## config.mk

```make
export PLATFORM = sky130hd
export DESIGN_NAME = rvb_clmul_iter
export DESIGN_NICKNAME = d
export VERILOG_FILES = /design/src/rtl/rvb_clmul_pkg.sv /design/src/rtl/rvb_clmul_step.sv /design/src/rtl/rvb_clmul_iter.sv
export SDC_FILE = /design/constraint.sdc
export NUM_CORES = 1
export LEC_CHECK = 0
export CAP_MARGIN = 10
export CORE_UTILIZATION = 55
export DETAILED_ROUTE_END_ITERATION = 12
export HOLD_SLACK_MARGIN = 0.06
export PLACE_DENSITY = 0.79
export SYNTH_ARGS = -nofsm -noshare
export SYNTH_HDL_FRONTEND = slang
export SYNTH_HIERARCHICAL = 1
export SYNTH_SLANG_ARGS = --single-unit
```

## constraint.sdc

```tcl
create_clock -name clock -period 4.8 [get_ports clock]
set_input_delay 0.96 -clock clock [delete_from_list [all_inputs] [get_ports clock]]
set_output_delay 0.96 -clock clock [all_outputs]
set_load 0.02 [all_outputs]
```

## src/rtl/rvb_clmul_pkg.sv

```systemverilog
// Shared definitions for the iterative carry-less multiply unit.
//   XLEN_DEFAULT : default operand/result width
//   FN_*         : function codes carried on io_req_bits_fn
//   state_e      : control FSM states (also exported on the debug port)
package rvb_clmul_pkg;

   localparam int XLEN_DEFAULT = 32;

   localparam logic [3:0] FN_CLMUL  = 4'd0;
   localparam logic [3:0] FN_CLMULR = 4'd1;
   localparam logic [3:0] FN_CLMULH = 4'd2;

   typedef enum logic [1:0] {
      IDLE = 2'd0,
      BUSY = 2'd1,
      DONE = 2'd2
   } state_e;

endpackage

```

## src/rtl/rvb_clmul_step.sv

```systemverilog
// Combinational STEP-bit partial carry-less product.
//   acc       in   2*XLEN  running product
//   in1       in   XLEN    multiplicand
//   in2_slice in   STEP    multiplier bits for this iteration
//   base      in   BW      bit index of in2_slice[0] within the multiplier
//   acc_next  out  2*XLEN  acc XOR (in1 << (base+j)) for every set slice bit j
module rvb_clmul_step #(
   parameter int XLEN = 32,
   parameter int STEP = 1,
   parameter int BW   = $clog2(XLEN)
) (
   input  logic [2*XLEN-1:0] acc,
   input  logic [XLEN-1:0]   in1,
   input  logic [STEP-1:0]   in2_slice,
   input  logic [BW-1:0]     base,
   output logic [2*XLEN-1:0] acc_next
);

   always_comb begin
      acc_next = acc;
      for (int j = 0; j < STEP; j++) begin
         if (in2_slice[j]) begin
            acc_next = acc_next ^ ({{XLEN{1'b0}}, in1} << (int'(base) + j));
         end
      end
   end

endmodule

```

## src/rtl/rvb_clmul_iter.sv

```systemverilog
// Iterative carry-less multiply unit (clmul / clmulr / clmulh).
// Responder on the req/resp handshake shared with the muldiv unit.
//   clock, reset           : single clock, synchronous active-high reset
//   io_req_*               : request (fn, in1, in2, tag); ready only in IDLE
//   io_kill                : abandons an op that is still in BUSY
//   io_resp_*              : result and echoed tag; valid only in DONE
//   dbg_state              : current FSM state, for observation only
// Handshake: a transfer happens on a rising edge where valid && ready are
// both high; once valid is raised it and its payload hold until that edge.
// One op takes N = XLEN/STEP BUSY cycles, so the response is first valid
// N+1 cycles after the accept cycle.
module rvb_clmul_iter
   import rvb_clmul_pkg::*;
#(
   parameter int XLEN = XLEN_DEFAULT,
   parameter int STEP = 1
) (
   input  logic            clock,
   input  logic            reset,
   output logic            io_req_ready,
   input  logic            io_req_valid,
   input  logic [3:0]      io_req_bits_fn,
   input  logic [XLEN-1:0] io_req_bits_in1,
   input  logic [XLEN-1:0] io_req_bits_in2,
   input  logic [4:0]      io_req_bits_tag,
   input  logic            io_kill,
   input  logic            io_resp_ready,
   output logic            io_resp_valid,
   output logic [XLEN-1:0] io_resp_bits_data,
   output logic [4:0]      io_resp_bits_tag,
   output state_e          dbg_state
);

   localparam int N  = XLEN / STEP;
   localparam int CW = (N > 1) ? $clog2(N) : 1;
   localparam int BW = $clog2(XLEN);

   state_e            state, state_next;
   logic [CW-1:0]     count;
   logic [2*XLEN-1:0] acc, acc_next;
   logic [XLEN-1:0]   in1_q, in2_q;
   logic [3:0]        fn_q;
   logic [4:0]        tag_q;
   logic [BW-1:0]     base;
   logic              last;

   assign base = BW'(int'(count) * STEP);
   assign last = (count == CW'(N - 1));

   rvb_clmul_step #(
      .XLEN (XLEN),
      .STEP (STEP),
      .BW   (BW)
   ) u_step (
      .acc       (acc),
      .in1       (in1_q),
      .in2_slice (in2_q[base +: STEP]),
      .base      (base),
      .acc_next  (acc_next)
   );

   // Kill only matters while computing; a finished result is always delivered.
   always_comb begin
      state_next = state;
      case (state)
         IDLE:    if (io_req_valid) state_next = BUSY;
         BUSY: begin
            if (io_kill)   state_next = IDLE;
            else if (last) state_next = DONE;
         end
         DONE:    if (io_resp_ready) state_next = IDLE;
         default: state_next = IDLE;
      endcase
   end

   always_ff @(posedge clock) begin
      if (reset) begin
         state <= IDLE;
         count <= '0;
         acc   <= '0;
         in1_q <= '0;
         in2_q <= '0;
         fn_q  <= '0;
         tag_q <= '0;
      end else begin
         state <= state_next;
         case (state)
            IDLE: begin
               if (io_req_valid) begin
                  in1_q <= io_req_bits_in1;
                  in2_q <= io_req_bits_in2;
                  fn_q  <= io_req_bits_fn;
                  tag_q <= io_req_bits_tag;
                  acc   <= '0;
                  count <= '0;
               end
            end
            BUSY: begin
               acc   <= acc_next;
               count <= count + CW'(1);
            end
            default: ;
         endcase
      end
   end

   // clmulr is the full product shifted right by XLEN-1.
   always_comb begin
      case (fn_q)
         FN_CLMUL:  io_resp_bits_data = acc[XLEN-1:0];
         FN_CLMULH: io_resp_bits_data = acc[2*XLEN-1:XLEN];
         FN_CLMULR: io_resp_bits_data = acc[2*XLEN-2:XLEN-1];
         default:   io_resp_bits_data = '0;
      endcase
   end

   assign io_req_ready     = (state == IDLE);
   assign io_resp_valid    = (state == DONE);
   assign io_resp_bits_tag = tag_q;
   assign dbg_state        = state;

endmodule

```

==> out/metrics.yaml, run 1 <==
synth_edf_count: 0
ff2ff_setup_slack_ns: 1.40
route.detailed.drc: 0
crit_chain: "mux2i_1 > a22oi_1 > nand4_1 > o22ai_1 > a311o_1 > buf_4 > and2_1 > nand3_1 > nor2_1 > xor2_1 > a22oi_1 > nor2_1"
core_um2: 15400
netlist_instances: 1129
cts-root-buf: "clkbuf_16"
fmax_mhz: 294
power_switching_uw: 907
register_area_um2: 2890
cts_tree: "built"
setup_tns_ns: 0
grt_max_degree: 54
synth_top_cell_by_area: "dfxtp_1"
worst-path-stages: 12
initial_core_util_pct: 57.3
synthDistinctLibCells: 59
finalHoldViolCount: 0
critPathSlowestCell: "dfxtp_2"
peakVddDrop_uv: 282
worst_pin_slew_ns: 1.07
synthTopCellsByArea: "dfxtp_1 33%, nand2_1 11%, a22oi_1 11%, mux2i_1 7.4%, a21oi_1 4.9%"
finalSetupViolations: 0
ys_seq_area_share_pct: 32.6
wl_per_cell_um: 18.1
path_buf_inv: 1
hold_buffers: 0
reg2reg_to: "acc[62]"
synthArstFlopShare_pct: 0
clock_skew_ns: 0.00862
cts_setup_buffers: 0
drive_gt1_share_pct: 7.83
clock_latency_ns: 0.44
path_class: "flop to flop"
grt_pass1_wl_mm: 40.7
rsz0062_at_grt: "false"
syn_nets: 1209
reg2reg_from: "count[1]"
cp.arrival_ns: 3.77
drtAntennaViolNets: 0
fin_cells: 1411
p_int_mw: 2.21
p_sw_share_pct: 29.1
synth_top_cell_area_share_pct: 32.6
drv_cap: 0
cp-startpoint: "count[1]"
cts_buffers: 17
power_density_nw_per_um2: 295
ctsResizeCount: 0
grt_pass1_vias: 7702
dp_hpwl_mm: 17.5
syn_avg_cell_area_um2: 7.83
antenna_found_initial: 0
area_growth_pct: 19.3
via_per_inst: 6.10
maxSlewHeadroom_pct: 28.4
crit_path_end: "acc[62]"
hold_path.class: "flop to flop"
critPathCaptureType: "flop"
synth_ff_type: "dfxtp_1"
grt_usage_pct: 31.6
slowest_delay_ns: 0.95
crit_required_ns: 5.17
crit_family: "simple AND/OR/NAND/NOR gates"
clock_sinks: 144
p_leak_nw: 3.77
fillers: 1361
die_h_um: 129
hold_slack_ns: 0.454
clk_pin_slew_ns: 0.06
reg2regPathDepth: 12
fin_util_pct: 68.4
netlist_area_um2: 8840
drt-pass1-iter-count: 9
io-pin-count: 119
fin_crit_sh_pct: 70.9
vias: 8608
combPwrFrac_pct: 14.3
nets: 1267
min_period_ns: 3.40
synth_seq_cells: 144
diodes: 0
gp_congestion: 1.03
placed_cells: 1379
port_buffers: 118
synth_warnings: 6
drt_iter0_markers: 944
slew_violations: 0
h-tree-depth: 4
design_area_um2: 10600
dpl_cell_area_um2: 9940
multi_input_area_um2: 5470
placement_rows: 45
overflow: 0
wirelength_mm: 25.6
path_max_fanout: 35
startpoint_type: "flop"
dieArea_um2: 16600
die_w_um: 129
cts_buffer_depth: 2
seqPwrFrac_pct: 41.0
pwr-share-clk_pct: 44.7
outcome: "finished, final reports clean"
==> state kept, by name (all words and copies together) (netlist names) <==
signal	count
fn_q	4
acc	64
dbg_state	2
in1_q	32
in2_q	32
count	5
io_resp_bits_tag	5
==> kinds of logic (layout without fill, tap and decap cells) <==
kind of cell               Yosys count  count (layout)  synth area share [%]
AOI/OAI and AO/OA                  292             292                  21.9
xor gates and xnor gates            63              63                  6.24
adders and majority gates            2               2                 0.283
buffers and inverters              101             172                  6.04
DFF                                144             144                  32.6
muxes                               91              91                  12.5
and+or+nand+nor                    436             436                  20.4
==> worst reg2reg max path: cells and delay by family, from the launching register on <==
family | cells | cell delay [ns]
XOR/XNOR | 1 | 0.16
AO/OA/AOI/OAI | 4 | 0.66
AND/OR/NAND/NOR | 5 | 1.12
flip-flops | 1 | 0.95
buffers and inverters | 1 | 0.24
multiplexers | 1 | 0.19
==> worst min path at each step <==
stage	depth (start not counted)	to	from	slack (ns)
5_1_grt	2	io_resp_bits_tag[4]	io_resp_bits_tag[4]	0.47
3_3_place_gp	2	io_resp_bits_tag[4]	io_resp_bits_tag[4]	0.44
3_5_place_dp	2	in2_q[17]	in2_q[17]	0.45
4_1_cts	2	io_resp_bits_tag[4]	io_resp_bits_tag[4]	0.46
2_1_floorplan	2	in2_q[0]	in2_q[0]	0.44
6_report	2	io_resp_bits_tag[4]	io_resp_bits_tag[4]	0.45
==> layout make-up <==
class                           instances  area share, %
Multi-Input combinational cell        884           51.8
Sequential cell                       144           27.4
Timing Repair Buffer                  133           12.2
Clock buffer                           17           4.03
Tap cell                              211           2.50
Clock inverter                         15           1.78
Inverter                                7          0.249
==> layer usage <==
layer | GRT usage, % | routed length (um) | up-vias | part of all wire (%)
li1 | - | - | 4100 | -
met1 | 42.3 | 10800 | 4012 | 42
met2 | 48.0 | 11700 | 418 | 46
met3 | 7.98 | 2290 | 78 | 8.9
met4 | 13.6 | 797 | 0 | 3.1
met5 | 1.47 | 0 | - | 0
==> power by group through the flow <==
stage / Combinational, mW / Sequential, mW / Clock, mW
6_report: 0.444 / 1.28 / 1.39
3_5_place_dp: 0.433 / 1.30 / 0
5_1_grt: 0.476 / 1.28 / 1.47
2_1_floorplan: 0.291 / 1.29 / 0
3_3_place_gp: 0.429 / 1.30 / 0
4_1_cts: 0.435 / 1.28 / 1.41
==> through the flow <==
step                      power, mW  worst slack (ns)
final                          3.11              1.40
after global routing           3.23              1.08
after CTS                      3.12              1.40
after detailed placement       1.74              1.47
after global placement         1.73              1.58
after floorplan                1.58              2.28
==> Yosys cell counts, types with 3 or more instances <==
master	number
nand2_1	266
dfxtp_1	144
a22oi_1	132
nor2_1	109
a21oi_1	86
mux2i_1	65
xnor2_1	43
buf_2	35
clkbuf_1	29
o21ai_0	25
xor2_1	20
nand3_1	16
mux4_2	14
buf_4	13
mux2_2	12
buf_1	11
o22ai_1	11
o211ai_1	9
nor2b_1	8
nand2b_1	7
inv_1	6
nand4_1	6
a32oi_1	5
and2_1	4
buf_6	4
nand3b_1	4
and3_1	3
==> cells in the final DEF (no fill, tap or decap), drive strengths merged, types with 4 or more instances in the layout <==
master and instances:
mux2 12, a32oi 5, buf 16, a22oi 133
nand2 266, nand2b 7, and2 4, xnor2 43
inv 17, nand3b 4, clkdlybuf4s50 117, nor2 110
o22ai 12, nand4 6, o211ai 9, a21oi 87
mux2i 65, nor2b 8, xor2 20, o21ai 26
nand3 16, clkbuf 17, mux4 14, dfxtp 144
(Power assumes the default switching activity.)
==> run 2: changes to the inputs <==
clock period = 3.6 ns   (was 4.8 ns; I/O delays follow)
==> out/metrics.yaml, run 2 (synthesis results as in run 1) <==
outcome: "finished, final reports clean"
grt_max_degree: 96
cts_setup_buffers: 0
layout_commonest_cell: "nand2_1"
reg2regPathDepth: 11
peakVddDrop_uv: 322
power_switching_mw: 1.19
overflow: 0
route.detailed.drc: 0
gp_congestion: 1.02
area_growth_pct: 20.5
power.total_mw: 4.07
power_density_nw_per_um2: 381
port_buffers: 118
placement_rows: 45
clk_pin_slew_ns: 0.07
hold_end: "io_resp_bits_tag[0]"
fmax_mhz: 306
io-pin-count: 119
finalSetupViolations: 0
drt_iter0_markers: 815
slew_violations: 0
dieArea_um2: 16600
finalHoldViolCount: 0
setup_tns_ns: 0
die_h_um: 129
cts_buffers: 17
fin_crit_sh_pct: 90.7
multi_input_area_um2: 5470
largestRegisters: "acc x64, in1_q x32, in2_q x32"
cts_tree: "built"
hold_start: "io_resp_bits_tag[0]"
maxSlewHeadroom_pct: 36.4
drive_gt1_share_pct: 8.67
clock_latency_ns: 0.43
wirelength_mm: 26.1
hold_buffers: 0
diodes: 0
fillers: 1304
min_period_ns: 3.27
startpoint_type: "flop"
crit_required_ns: 3.95
largest_register_ffs: 64
cts_buffer_depth: 2
p_sw_share_pct: 29.3
setup_slack_ns: 0.333
drt-pass1-iter-count: 5
via_per_inst: 6.06
wl_per_cell_um: 18.3
pwr-share-clk_pct: 43.1
whs_path_depth: 2
cp.arrival_ns: 3.62
nets: 1278
antenna_found_initial: 0
clock_sinks: 144
top_register: "acc"
p_leak_nw: 3.83
core_um2: 15400
reg2reg_to: "acc[60]"
path_class: "flop to flop"
combPwrFrac_pct: 15.2
hold_slack_ns: 0.459
vias: 8612
ctsResizeCount: 0
cts-root-buf: "clkbuf_16"
drv_cap: 0
grt_pass1_vias: 8011
ff2ff_setup_slack_ns: 0.33
path_max_fanout: 17
h-tree-depth: 4
pre_cts_slack_ns: 0.491
reg2reg_from: "count[1]"
critPathCaptureType: "flop"
layout_common_cells: "265 x nand2_1, 140 x dfxtp_1, 132 x a22oi_1, 117 x clkdlybuf4s50_1, 109 x nor2_1"
seqPwrFrac_pct: 41.7
hold_path.class: "flop to flop"
p_int_mw: 2.87
dp_hpwl_mm: 18.1
register_area_um2: 2890
grt_usage_pct: 32.3
worst_pin_slew_ns: 0.952
initial_core_util_pct: 57.3
die_w_um: 129
rsz0062_at_grt: "false"
clock_skew_ns: 0.00941
grt_pass1_wl_mm: 41.9
drtAntennaViolNets: 0
-- run 2: routing by layer --
layer	track usage, %	routed length, um	up-vias
met5	0	0	-
met4	15.6	1050	0
met3	6.74	2170	81
met2	49.5	11800	383
met1	43.1	11100	4027
li1	-	-	4121
-- run 2: critical path, cell delays in order, from the launching register on --
cell     delay (ns)
dfxtp_2        0.63
mux2i_1        0.17
a22oi_1        0.24
nand4_1        0.11
o22ai_1        0.22
a311o_1        0.51
and2_1         0.50
nand3_1        0.22
nor2_1         0.18
xor2_1         0.15
a22oi_1        0.10
nor2_1         0.15
-- run 2: stage by stage --
stage / instance area, um^2 / util, % / instances
after floorplan: 8840 / - / 1129
after global placement: 10100 / 65.4 / 1390
after detailed placement: 10100 / 65.4 / 1390
after CTS: 10700 / 69.1 / 1422
after global routing: 10700 / 69.1 / 1422
final: 10700 / 69.1 / 1422
-- run 2: layout make-up --
cell class | count | share of cell area [%]
multi-input cells | 884 | 51.3
repair buffers | 144 | 13.5
clock buffers | 17 | 3.99
inverters | 7 | 0.246
flip-flops and latches | 144 | 27.1
clock inverters | 15 | 1.40
well taps | 211 | 2.48
-- run 2: power groups by stage --
| stage | clock, mW | combinational (mW) | sequential [mW] |
|---|---|---|---|
| 2_1_floorplan | 0 | 0.387 | 1.72 |
| 3_3_place_gp | 0 | 0.602 | 1.73 |
| 3_5_place_dp | 0 | 0.606 | 1.73 |
| 4_1_cts | 1.76 | 0.608 | 1.69 |
| 5_1_grt | 1.83 | 0.664 | 1.70 |
| 6_report | 1.75 | 0.619 | 1.70 |
-- run 2: worst max-delay path by stage --
stage	startpoint	to	slack (ns)	cells past startpoint
2_1_floorplan	count[1]	acc[42]	1.08	14
3_3_place_gp	count[1]	acc[16]	0.50	10
3_5_place_dp	count[1]	acc[61]	0.49	11
4_1_cts	count[1]	acc[60]	0.39	11
5_1_grt	count[1]	acc[62]	0.11	11
6_report	count[1]	acc[60]	0.33	11
==> run 3: changes to the inputs <==
SLEW_MARGIN = 5   (was default)
==> results of run 3 <==
No change in the layout: final DEF, timing and power equal those of run 2.
